## src/rtl/vending_ctrl_param.sv

```systemverilog
// Parameterised vending controller: IDLE -> PAY -> VEND/REFUND -> IDLE, one-cycle vend/change/soldout pulses.
// Decisions take effect on the next edge; there is no backpressure, every input is sampled only in the state that uses it.
module vending_ctrl_param #(
    parameter int                     ITEMS      = 4,
    parameter int                     MW         = 8,
    parameter logic [ITEMS*MW-1:0]    PRICES     = {8'd10, 8'd2, 8'd5, 8'd7},
    parameter int                     STOCK_W    = 4,
    parameter int                     STOCK_INIT = 3,
    parameter int                     TIMEOUT    = 16
) (
    input  logic                       clk,
    input  logic                       rst_n,
    input  logic                       start,
    input  logic [$clog2(ITEMS)-1:0]   item_sel,
    input  logic                       coin_valid,
    input  logic [MW-1:0]              coin_val,
    input  logic                       cancel,
    input  logic                       restock,
    output logic [1:0]                 state,
    output logic [MW-1:0]              balance,
    output logic                       vend,
    output logic [$clog2(ITEMS)-1:0]   vend_item,
    output logic                       change_valid,
    output logic [MW-1:0]              change,
    output logic                       err_soldout,
    output logic                       busy
);
    localparam int IW = $clog2(ITEMS);
    localparam int TW = $clog2(TIMEOUT + 1);

    typedef enum logic [1:0] {
        S_IDLE   = 2'd0,
        S_PAY    = 2'd1,
        S_VEND   = 2'd2,
        S_REFUND = 2'd3
    } state_t;

    state_t               r_state;
    state_t               w_next;
    logic [IW-1:0]        r_item;
    logic [MW-1:0]        r_price;
    logic [MW-1:0]        r_balance;
    logic [STOCK_W-1:0]   r_stock [ITEMS];
    logic [TW-1:0]        r_tmr;
    logic                 r_err;

    logic [MW:0]          w_sum;
    logic [MW-1:0]        w_bal_coin;
    logic [STOCK_W-1:0]   w_sel_stock;
    logic                 w_start_ok;

    always_comb begin
        w_sum       = {1'b0, r_balance} + {1'b0, coin_val};
        w_bal_coin  = w_sum[MW] ? {MW{1'b1}} : w_sum[MW-1:0];
        // restock lands first, so a simultaneous start sees the reloaded count
        w_sel_stock = restock ? STOCK_W'(STOCK_INIT) : r_stock[item_sel];
        w_start_ok  = start && (w_sel_stock != '0);

        w_next = r_state;
        case (r_state)
            S_IDLE: begin
                if (w_start_ok) w_next = S_PAY;
            end
            S_PAY: begin
                if (cancel)
                    w_next = S_REFUND;
                else if (coin_valid && (w_bal_coin >= r_price))
                    w_next = S_VEND;
                else if (!coin_valid && (r_tmr == TW'(TIMEOUT - 1)))
                    w_next = S_REFUND;
            end
            S_VEND:   w_next = S_IDLE;
            S_REFUND: w_next = S_IDLE;
            default:  w_next = S_IDLE;
        endcase
    end

    always_ff @(posedge clk) begin
        if (!rst_n) r_state <= S_IDLE;
        else        r_state <= w_next;
    end

    always_ff @(posedge clk) begin
        if (!rst_n) begin
            r_item    <= '0;
            r_price   <= '0;
            r_balance <= '0;
            r_tmr     <= '0;
            r_err     <= 1'b0;
            for (int i = 0; i < ITEMS; i++) r_stock[i] <= STOCK_W'(STOCK_INIT);
        end else begin
            r_err <= 1'b0;
            case (r_state)
                S_IDLE: begin
                    if (restock)
                        for (int i = 0; i < ITEMS; i++) r_stock[i] <= STOCK_W'(STOCK_INIT);
                    if (w_start_ok) begin
                        r_item    <= item_sel;
                        r_price   <= PRICES[item_sel*MW +: MW];
                        r_balance <= '0;
                        r_tmr     <= '0;
                    end else if (start) begin
                        r_err <= 1'b1;
                    end
                end
                S_PAY: begin
                    if (coin_valid) begin
                        r_balance <= w_bal_coin;
                        r_tmr     <= '0;
                    end else begin
                        r_tmr <= r_tmr + TW'(1);
                    end
                end
                S_VEND: begin
                    if (r_stock[r_item] != '0) r_stock[r_item] <= r_stock[r_item] - STOCK_W'(1);
                    r_balance <= '0;
                end
                default: r_balance <= '0;
            endcase
        end
    end

    always_comb begin
        state        = r_state;
        balance      = r_balance;
        busy         = (r_state != S_IDLE);
        vend         = (r_state == S_VEND);
        vend_item    = r_item;
        err_soldout  = r_err;
        change_valid = 1'b0;
        change       = '0;
        if (r_state == S_VEND) begin
            change_valid = (r_balance != r_price);
            change       = r_balance - r_price;
        end else if (r_state == S_REFUND) begin
            change_valid = (r_balance != '0);
            change       = r_balance;
        end
    end
endmodule

```

## config.mk

```make
export PLATFORM = sky130hd
export DESIGN_NAME = vending_ctrl_param
export DESIGN_NICKNAME = d
export VERILOG_FILES = /design/src/rtl/vending_ctrl_param.sv
export SDC_FILE = /design/constraint.sdc
export NUM_CORES = 1
export LEC_CHECK = 0
export CAP_MARGIN = 0
export CORE_ASPECT_RATIO = 1.5
export CORE_UTILIZATION = 40
export CTS_CLUSTER_SIZE = 25
export DETAILED_ROUTE_END_ITERATION = 16
export GPL_ROUTABILITY_DRIVEN = 0
export HOLD_SLACK_MARGIN = 0.03
export PLACE_DENSITY = 0.67
export RECOVER_POWER = 50
export SYNTH_ARGS = -nofsm -noshare
export SYNTH_HDL_FRONTEND = slang
export SYNTH_SLANG_ARGS = --single-unit
```

## constraint.sdc

```tcl
create_clock -name clk -period 7 [get_ports clk]
set_input_delay 1.05 -clock clk [delete_from_list [all_inputs] [get_ports clk]]
set_output_delay 1.05 -clock clk [all_outputs]
set_load 0.05 [all_outputs]
```

==> run metrics <==
Slew Viols, Final=0; Fin. Hold Viols=0; Synth Instances=285; Die W=67.73 um; RSZ-0062 raised after global routing=false; post-DR vias/cell=5.526; Post-Syn Area per Cell=9.096 um^2; # Post-CTS Setup Buffers=0; Worst Path Required=5.95 ns; grt ovf=0; Power Density=223.7 nW/um^2; Ys Warns=0; setup tns final=0 ns; Routed WL per cell=16.27 um; final setup margin=2.922 ns; Inserted Diodes=0; total clock sinks=39; sequential-to-total area share from yosys stat=36.29%; Worst Path Max Fanout=3; Synth Register Bits=39; number of global-route vias before repair=2,152; Post-DP HPWL=about 5200 um; GRT Util Overall=20.69%; Hold WS=~0.50 ns; Startpoint Class=flop; worst-margin pin slew=0.8083 ns; first-pass GRT wire length=slightly above 10,000 um; slowest cell on the critical path=clkdlybuf4s50_1; Die H=~100 um; largest net degree at the start of global routing=21; Row Count=35; crit end category=output pin; max-cap violations=0; R2R cell count=13; fraction of registers with async set/reset=0%; hold_buf cts=0; synthesized area=2592 um^2; Setup WS pre-CTS=about 2.8 ns; share of cells above drive strength 1=2.462%; Max Freq=0.2452 GHz; drt drc=0; Port Buffer Count=39; post-CTS sizing=0; H-Tree Depth=2; Final setup viols=0; Tcrit/Tclk final=58.26%; clk_skew=0.006998 ns; CP top delay family=buffers and inverters; post-synthesis cell type count=51; Synth area leaders=edfxtp_1 19%, dfxtp_1 18%, ha_1 9.2%, nor2_1 5.4%, nand2_1 4.3%; Ports=40; worst skew pair latency=0.29 ns; most used flip-flop cell after synthesis=dfxtp_1; Initial DRT Pass Iterations=4; Initial Utilization=41.69%; CP Class=reg2out; dpl cell area=3040 um^2; vias after detailed routing=2,205; cts bufs inserted=5; worst path cell trace=inv_1 > ha_1 > nor2b_1 > o21ai_0 > nand2b_1 > a2111oi_0 > xnor2_1 > nor2_1 > clkdlybuf4s50_1; Post-layout nets=361; Core ar.=6218 um^2; area delta synth->final=21.33%; CTS Buffer Depth=2; area leader, netlist=edfxtp_1; die area=6814 um^2; Total Wirelength=6493 um; slew margin rel.=between 40 and 50%; post-synth top area share=18.53%; Reg clk slew, reported paths=~0.080 ns; Hold Path Depth=1; HP Class=reg2reg; WP depth=9; CTS root buf=clkbuf_8; CTS tree=built; Worst VDD drop=roughly 0.14 mV; Fillers=620; status=completed; Worst Path Buf+Inv=2; critical path data arrival time=3.03 ns; initial antenna violation count=0; Worst path max stage delay=about 0.8 ns; P_leak=0.001227 uW; minimum clock period=4.078 ns; cell area after layout=3146 um^2; post-route ant nets=0; Syn Nets=roughly 320; DR iter-0 viols=112; number of synthesized flops with an enable pin=16
[path summary, 6_finish.rpt]
path,slack [ns],startpoint,to
worst max-delay path,2.92,r_price[1],change[5]
worst max register to register,3.85,balance[0],state[1]
worst min-delay path,0.50,r_tmr[3],r_tmr[3]
worst min register to register,0.50,r_tmr[3],r_tmr[3]
[cells by family (layout without fill, tap and decap cells)]
| logic type | count (synthesis) | after routing | synth area share [%] |
|---|---|---|---|
| xor+xnor | 10 | 10 | 3.378 |
| buf+inv | 20 | 60 | 3.233 |
| compound gates | 65 | 65 | 17.04 |
| flops | 39 | 39 | 36.29 |
| mux | 11 | 11 | 6.757 |
| simple gates | 119 | 119 | 22.59 |
| fa+ha+maj | 21 | 21 | 10.71 |
[routing by layer]
metal | global-route usage (%) | vias to the layer above | wire, um
met5 | 0 | - | 0
met4 | 8.020 | 0 | 153
met3 | 2.828 | 12 | 190
met2 | 40.97 | 50 | 3663
met1 | 20.24 | 1025 | 2486
li1 | - | 1118 | -
[power by group]
part	leakage, uW	switching, uW	internal (uW)
sequential	0.000333	18.6	249
combinational	0.000829	131	85.4
clock	0.0000654	77.4	142
total	0.00123	227	477
[registers in the layout, summed over array words and instances (netlist names), named ones only]
name and count:
r_stock 16, balance 8, r_tmr 5, r_price 3, state 2, vend_item 2
err_soldout 1
[cell type report]
class,instances,area [um^2],area share (%)
Sequential cell,39,940.9,29.91
Timing Repair Buffer,39,390.4,12.41
Inverter,13,48.80,1.551
Multi-Input combinational cell,226,1540,48.97
Tap cell,74,92.59,2.944
Clock buffer,6,72.57,2.307
Clock inverter,2,60.06,1.909
[cells in the mapped netlist, drive strengths merged, types with 2 or more instances]
library cell  number
nor2b              6
nand2             30
nor4               3
and2               3
nor3               6
buf                3
clkbuf             4
inv               13
a211oi             5
nor3b              2
a21o               3
o31a               2
and3               5
nor2              37
a2111oi            2
o21a               4
o21bai             2
ha                19
nand3b             5
nand2b             7
mux2i              7
xnor2              6
or3                3
o21ai             14
a22oi              2
a21oi             18
dfxtp             23
mux4               4
edfxtp            16
xor2               4
nand3              9
fa                 2
a31oi              3
nor4b              2
[layout by cell type, fill, tap and decap left out, types with 5 or more instances in the layout]
cell type / Yosys / final
nor2_1: 37 / 37
nand2_1: 30 / 30
clkdlybuf4s50_1: 0 / 25
dfxtp_1: 23 / 23
ha_1: 19 / 19
a21oi_1: 18 / 18
edfxtp_1: 16 / 16
dlygate4sd3_1: 0 / 14
inv_1: 13 / 13
o21ai_0: 13 / 13
nand3_1: 9 / 9
nand2b_1: 7 / 7
mux2i_1: 7 / 7
xnor2_1: 6 / 6
nor2b_1: 6 / 6
nor3_1: 6 / 6
a211oi_1: 5 / 5
and3_1: 4 / 5
nand3b_1: 5 / 5
clkbuf_8: 0 / 5
[per-stage QoR]
stage          total power, uW  std cells  utilization, %
2_1_floorplan            426.2        285               -
3_3_place_gp             490.3        391           48.89
3_5_place_dp             491.7        391           48.89
4_1_cts                  711.1        399           51.03
5_1_grt                  741.8        399           50.58
6_report                 703.8        399           50.58
(Power assumes the default switching activity.)
==> RTL change 1: new RTL, same flow settings <==
Set the parameter `MW` to 9 (it was 8).
--- a/src/rtl/vending_ctrl_param.sv
+++ b/src/rtl/vending_ctrl_param.sv
@@ -2,7 +2,7 @@
 // Decisions take effect on the next edge; there is no backpressure, every input is sampled only in the state that uses it.
 module vending_ctrl_param #(
     parameter int                     ITEMS      = 4,
-    parameter int                     MW         = 8,
+    parameter int                     MW         = 9,
     parameter logic [ITEMS*MW-1:0]    PRICES     = {8'd10, 8'd2, 8'd5, 8'd7},
     parameter int                     STOCK_W    = 4,
     parameter int                     STOCK_INIT = 3,
Ports: changed (resized balance, change and coin_val); port bits go from 40 to 43. No check against the original RTL was run, so the function may have changed too.
==> RTL change 1 against the unedited design <==
First-iteration DRC count fell by 3.6%. Largest cell class unchanged. Area after synthesis rose by 5.5%. Sequential cell count rose by 2. Routed wire length rose by 10%. Combinational power fell by 21%. Highest routed layer unchanged. Total power fell by 15%. Fmax fell by 19%. Critical endpoint is now state[1]. Count of clock-buffer cells in the layout fell by 1. Setup slack got worse by 950 ps. Die area rose by 5.4%. Non-clock buffer count rose by 3. Utilization barely moved. Final cell count rose by 7.3%. Cell area rose by 5.1%.
==> RTL change 1: results (changes against the unedited design) <==
Placed design
  – Pre-CTS setup slack: 1700 ps (-1070 ps)
  – Placed inst area: 0.00322 mm^2 (+5.9%)
  – PortBufs: 42 (+7.7%)
  – Post-DP HPWL: 5.60 mm (+7.6%)

STA
  – Slew HR: 42.6% (-3.5 points)
  – Layout Skew: 8.76 ps (+1.76 ps)

Clock network
  – Post-CTS sizing: 0 (unchanged)
  – CTS H-tree lvls: 2 (unchanged)
  – Worst skew pair latency: 290 ps (about the same)
  – CTS Buffer Depth: 2 (unchanged)
  – Cts bufs inserted: 5 (unchanged)
  – Root Buffer: clkbuf_8
  – Post-CTS setup buffers: 0 (unchanged)
  – Clk slew on worst S/H paths: 80 ps (about the same)

Status
  – Status: completed

Worst setup path
  – Critical path arrival: 5190 ps (+2160 ps)
  – Crit path max fanout: 4 (+1)

Synthesis
  – Mux share of post-synthesis cell area: 3.29% (-3.5 points)
  – Ys async rst share: 0% (unchanged)
  – Ranking of synthesized cells by area: dfxtp_1 18%, edfxtp_1 18%, ha_1 11%
  – EDFF count, synth: 16 (unchanged)
  – Synth cell types: 47 (-7.8%)
  – Largest family of logic cells by synthesized area: simple AND/OR/NAND/NOR gates
  – Yosys warnings: 0 (unchanged)
  – Most common cell in the netlist: nand2_1
  – Adder and majority cell fraction of the synthesized area: 12.0% (+1.3 points)
  – Syn nets: 352 (+9.3%)
  – Register area share after synthesis: 35.9% (-0.43 points)
  – Area fraction in compound gates after synthesis: 18.8% (+1.8 points)
  – Post-synth top flop: dfxtp_1
  – Xor and xnor fraction of the mapped netlist area: 3.84% (+0.46 points)
  – Post-synth top cells: 37 x nand2_1, 27 x nor2_1, 25 x dfxtp_1, 23 x ha_1, 21 x o21ai_0

Drt
  – First drt pass iteration count: 4 (unchanged)
  – Routed vias/inst: 5.78 (+4.5%)
  – Avg WL per Cell: 16.8 um (+3.0%)
  – Detailed router's first-iteration violation count: 108 (-3.6%)

Global route
  – Largest net degree at the start of global routing: 23 (+9.5%)
  – Antenna violations before repair: 0 (unchanged)
  – Tot GR Track Use: 20.8% (+0.095 points)
  – First-pass GRT wire length: 11.7 mm (+15%)

Cells and area
  – Final #Nets: 393 (+8.9%)
  – Ant. Diodes: 0 (unchanged)
  – Layout fillers: 637 (+2.7%)
  – Share of cells above drive strength 1: 3.98% (+1.5 points)
  – Reg with most FFs: r_stock
  – Largest register FFs: 16 (unchanged)

Power and ir drop
  – Peak supply drop: 0.0000967 V (-28%)
  – Pleak: 0.00130 uW (+5.5%)

Min path
  – Worst Hold Class: flip-flop to flip-flop
RTL change 1: changes by cell type in the layout (fill, tap and decap cells not counted), sizes merged, moves of 5 or more:
cell    change
nand2       +7
mux2i       -7
o21ai       +7
nor2       -10
a211oi      -5
inv         +5
and2        +5
RTL change 1: routing by layer:
layer  part of all wire (%)  vias to the layer above  GRT usage (%)
li1                       -                     1216              -
met1                     39                     1169           21.0
met2                     56                       77           41.0
met3                    3.9                       10           3.29
met4                    1.8                        0           10.7
met5                      0                        -              0
RTL change 1: area by class of cell:
type                    count  area, um^2  share of cell area [%]
multi-input cells         243        1660                    50.1
flip-flops and latches     41         981                    29.7
repair buffers             42         420                    12.7
inverters                  18        67.6                    2.04
clock buffers               5        68.8                    2.08
clock inverters             3        17.5                   0.530
well taps                  76        95.1                    2.88
RTL change 1: critical path, stage by stage:
cell,delay [ps]
clkdlybuf4s50_1,460
ha_1,170
inv_1,50
fa_1,370
nand2b_1,190
a21oi_1,330
o2111ai_1,170
or4_1,440
a211o_1,340
ha_1,300
a2111o_1,400
or4_1,510
nor4_1,260
o21ai_0,160
RTL change 1: power breakdown:
group	switching (uW)	internal, uW
combinational	103	68.5
clock	84.4	68.9
sequential	18.2	259
RTL change 1: path summary, 6_finish.rpt:
kind | depth (start not counted) | start | to | slack, ps
setup / recovery | 14 | coin_val[0] | state[1] | 1970
setup reg to reg | 12 | balance[1] | state[1] | 2710
hold / removal | 2 | r_tmr[4] | r_tmr[4] | 480
hold reg to reg | 2 | r_tmr[4] | r_tmr[4] | 480
RTL change 1: logic make-up after synthesis:
| kind of cell | Yosys count |
|---|---|
| flip-flops | 41 |
| XOR/XNOR | 12 |
| AO/OA/AOI/OAI | 77 |
| multiplexers | 4 |
| adder cells (fa/ha/maj) | 25 |
| AND/OR/NAND/NOR | 125 |
| buffers and inverters | 26 |
RTL change 1: stage by stage:
| stage | hold slack (ps) | instances | total power, uW |
|---|---|---|---|
| detailed placement | 468 | 420 | 455 |
| floorplan | 443 | 310 | 399 |
| finish | 483 | 428 | 602 |
| CTS | 483 | 428 | 605 |
| global route | 493 | 428 | 631 |
| global placement | 457 | 420 | 453 |
==> RTL change 2: new RTL, same flow settings <==
Made on the original files. Reset style: asynchronous (`rst_n`), changed in 2 clocked blocks.
--- a/src/rtl/vending_ctrl_param.sv
+++ b/src/rtl/vending_ctrl_param.sv
@@ -75,12 +75,12 @@
         endcase
     end
 
-    always_ff @(posedge clk) begin
+    always_ff @(posedge clk or negedge rst_n) begin
         if (!rst_n) r_state <= S_IDLE;
         else        r_state <= w_next;
     end
 
-    always_ff @(posedge clk) begin
+    always_ff @(posedge clk or negedge rst_n) begin
         if (!rst_n) begin
             r_item    <= '0;
             r_price   <= '0;
Function: differs if rst_n is asserted again (counterexample within 4 cycles, from zero or initial values and one cycle with rst_n low); with rst_n held inactive, the same outputs for 10 cycles.
==> RTL change 2 against the unedited design <==
The flow now finishes with violations (max-capacitance violations, max-slew violations). Cell area grew 0.44%. Area after synthesis grew 2.8%. Sequential cell count shrank 2. Routed wire length is the same. Fmax shrank 3.9%. Setup slack lost 160 ps. Global-route usage grew 0.20 points.
Power is not compared: it rests on default switching activity, and its combinational part moved more than twofold at a synthesized area within 25%.
==> RTL change 2: results (changes against the unedited design) <==
Drt
  – Top Metal Used: met4
  – Detail Route met2 WL: 3.46 mm (-5.5%)
  – # DRC: 0 (unchanged)
  – Met3 routed WL: 241 um (+27%)
  – DR vias: 2248 (+2.0%)
  – Metal-1 WL: 2.62 mm (+5.4%)
  – First drt pass iteration count: 4 (unchanged)
  – Detailed router's first-iteration violation count: 78 (-30%)
  – Avg WL per Cell: 16.5 um (+1.3%)

STA
  – Layout Skew: 10.1 ps (+3.12 ps)
  – Slew at the pin closest to its max-slew limit: 1990 ps (+1180 ps)
  – Max Clk Rate: 236 MHz (-3.9%)
  – Final Max Tran Viols: 38 (+38)

Synthesis
  – Register area share after synthesis: 35.1% (-1.2 points)
  – Ranking of synthesized cells by area: dfrtp_1 27%, ha_1 9.4%, dfstp_2 7.9%
  – Post-synth top cells: 32 x o21ai_0, 29 x dfrtp_1, 22 x nand2_1, 20 x ha_1, 15 x nor2_1
  – Syn nets: 316 (-1.9%)
  – Ys async rst share: 100% (+100 points)
  – Syn avg cell area: 9.59 um^2 (+5.4%)
  – Yosys warnings: 0 (unchanged)
  – Synth cell types: 55 (+7.8%)

Clock network
  – CTS Buffer Depth: 2 (unchanged)
  – Root Buffer: clkbuf_8
  – Worst skew pair latency: 290 ps (about the same)
  – CTS H-tree lvls: 2 (unchanged)

Placed design
  – Post-DP HPWL: 4.96 mm (-4.7%)
  – PortBufs: 39 (unchanged)
  – Pre-CTS setup slack: 2530 ps (-231 ps)

Cells and area
  – Final #Nets: 355 (-1.7%)
  – Ant. Diodes: 0 (unchanged)
  – Largest register FFs: 16 (unchanged)
  – Finished Layout Cells: 394 (-1.3%)
  – Reg with most FFs: r_stock
  – Share of cells above drive strength 1: 9.75% (+7.3 points)
  – Layout fillers: 640 (+3.2%)

Worst setup path
  – Max stage delay cell, worst path: clkdlybuf4s50_1
  – Reg-to-reg critical path endpoint: state[1]
  – Crit. Startpoint: balance[1]
  – CP endpoint: change[5]
  – R2R depth: 12 (-1)
  – Flop2flop setup slack: 3510 ps (-340 ps)
  – FF-to-FF Start: balance[0]
  – Critical path arrival: 3190 ps (+160 ps)
  – Crit path max fanout: 8 (+5)
  – Largest delay share family, worst path: buffers and inverters

Global route
  – Met3 Resource Use GR: 3.01% (+0.19 points)
  – Largest net degree at the start of global routing: 38 (+81%)
  – First-pass GRT wire length: 11.0 mm (+7.5%)
  – Met2 usage: 38.8% (-2.2 points)
  – Met1 GRT Util: 23.0% (+2.8 points)
  – Tot GR Track Use: 20.9% (+0.20 points)
  – Antenna violations before repair: 0 (unchanged)
  – Vias in the first global route: 2326 (+8.1%)
  – Grt peak-use layer: met2

Status
  – Status: finished with violations
  – Failing checks: max-capacitance violations, max-slew violations

Run
  – Max Cap Viol: 1 (+1)

Min path
  – Worst Hold Path Cells: 2 (+1)

Power and ir drop
  – Peak supply drop: 0.000258 V
  – Pleak: 0.00135 uW
==> RTL change 2: area by class of cell <==
cell class                 instances  share of cell area, %
inverter                          12                   1.43
timing repair buffer              40                   12.5
tap                               76                   3.01
multi-input combinational        221                   50.6
clock buffer                       8                   2.85
sequential                        37                   29.6
==> RTL change 2: logic make-up (layout without fill, tap and decap cells) <==
logic type / count (synthesis) / in the layout / synth area share, %
simple gates: 98 / 98 / 20.8
mux: 12 / 12 / 6.80
buf+inv: 20 / 60 / 3.61
flops: 37 / 37 / 35.1
fa+ha+maj: 22 / 22 / 10.9
compound gates: 76 / 76 / 18.5
xor+xnor: 13 / 13 / 4.27
==> RTL change 2: worst min path at each step <==
stage / slack [ps] / endpoint / start
after floorplan: 450 / r_price[3] / r_price[3]
after global placement: 470 / r_price[3] / r_price[3]
after detailed placement: 480 / r_price[3] / r_price[3]
after CTS: 500 / r_price[3] / r_price[3]
after global routing: 530 / r_price[3] / r_price[3]
final: 500 / r_price[3] / r_price[3]
==> RTL change 2: stage by stage <==
stage	utilization [%]	instance area, um^2
after floorplan	-	2670
after global placement	47.9	3110
after detailed placement	47.9	3110
after CTS	49.3	3200
after global routing	48.7	3160
final	48.7	3160
==> RTL change 2: worst register-to-register path, delay by kind of cell (launching register included) <==
kind / cells / cell delay, ps
AO/OA/AOI/OAI: 6 / 1010
AND/OR/NAND/NOR: 3 / 960
adder cells (fa/ha/maj): 3 / 930
flip-flops: 1 / 460
==> RTL change 2: power by group <==
group / switching, uW / internal (uW)
Combinational: 521 / 336
Clock: 72.1 / 80.3
Sequential: 110 / 287
Total: 703 / 703
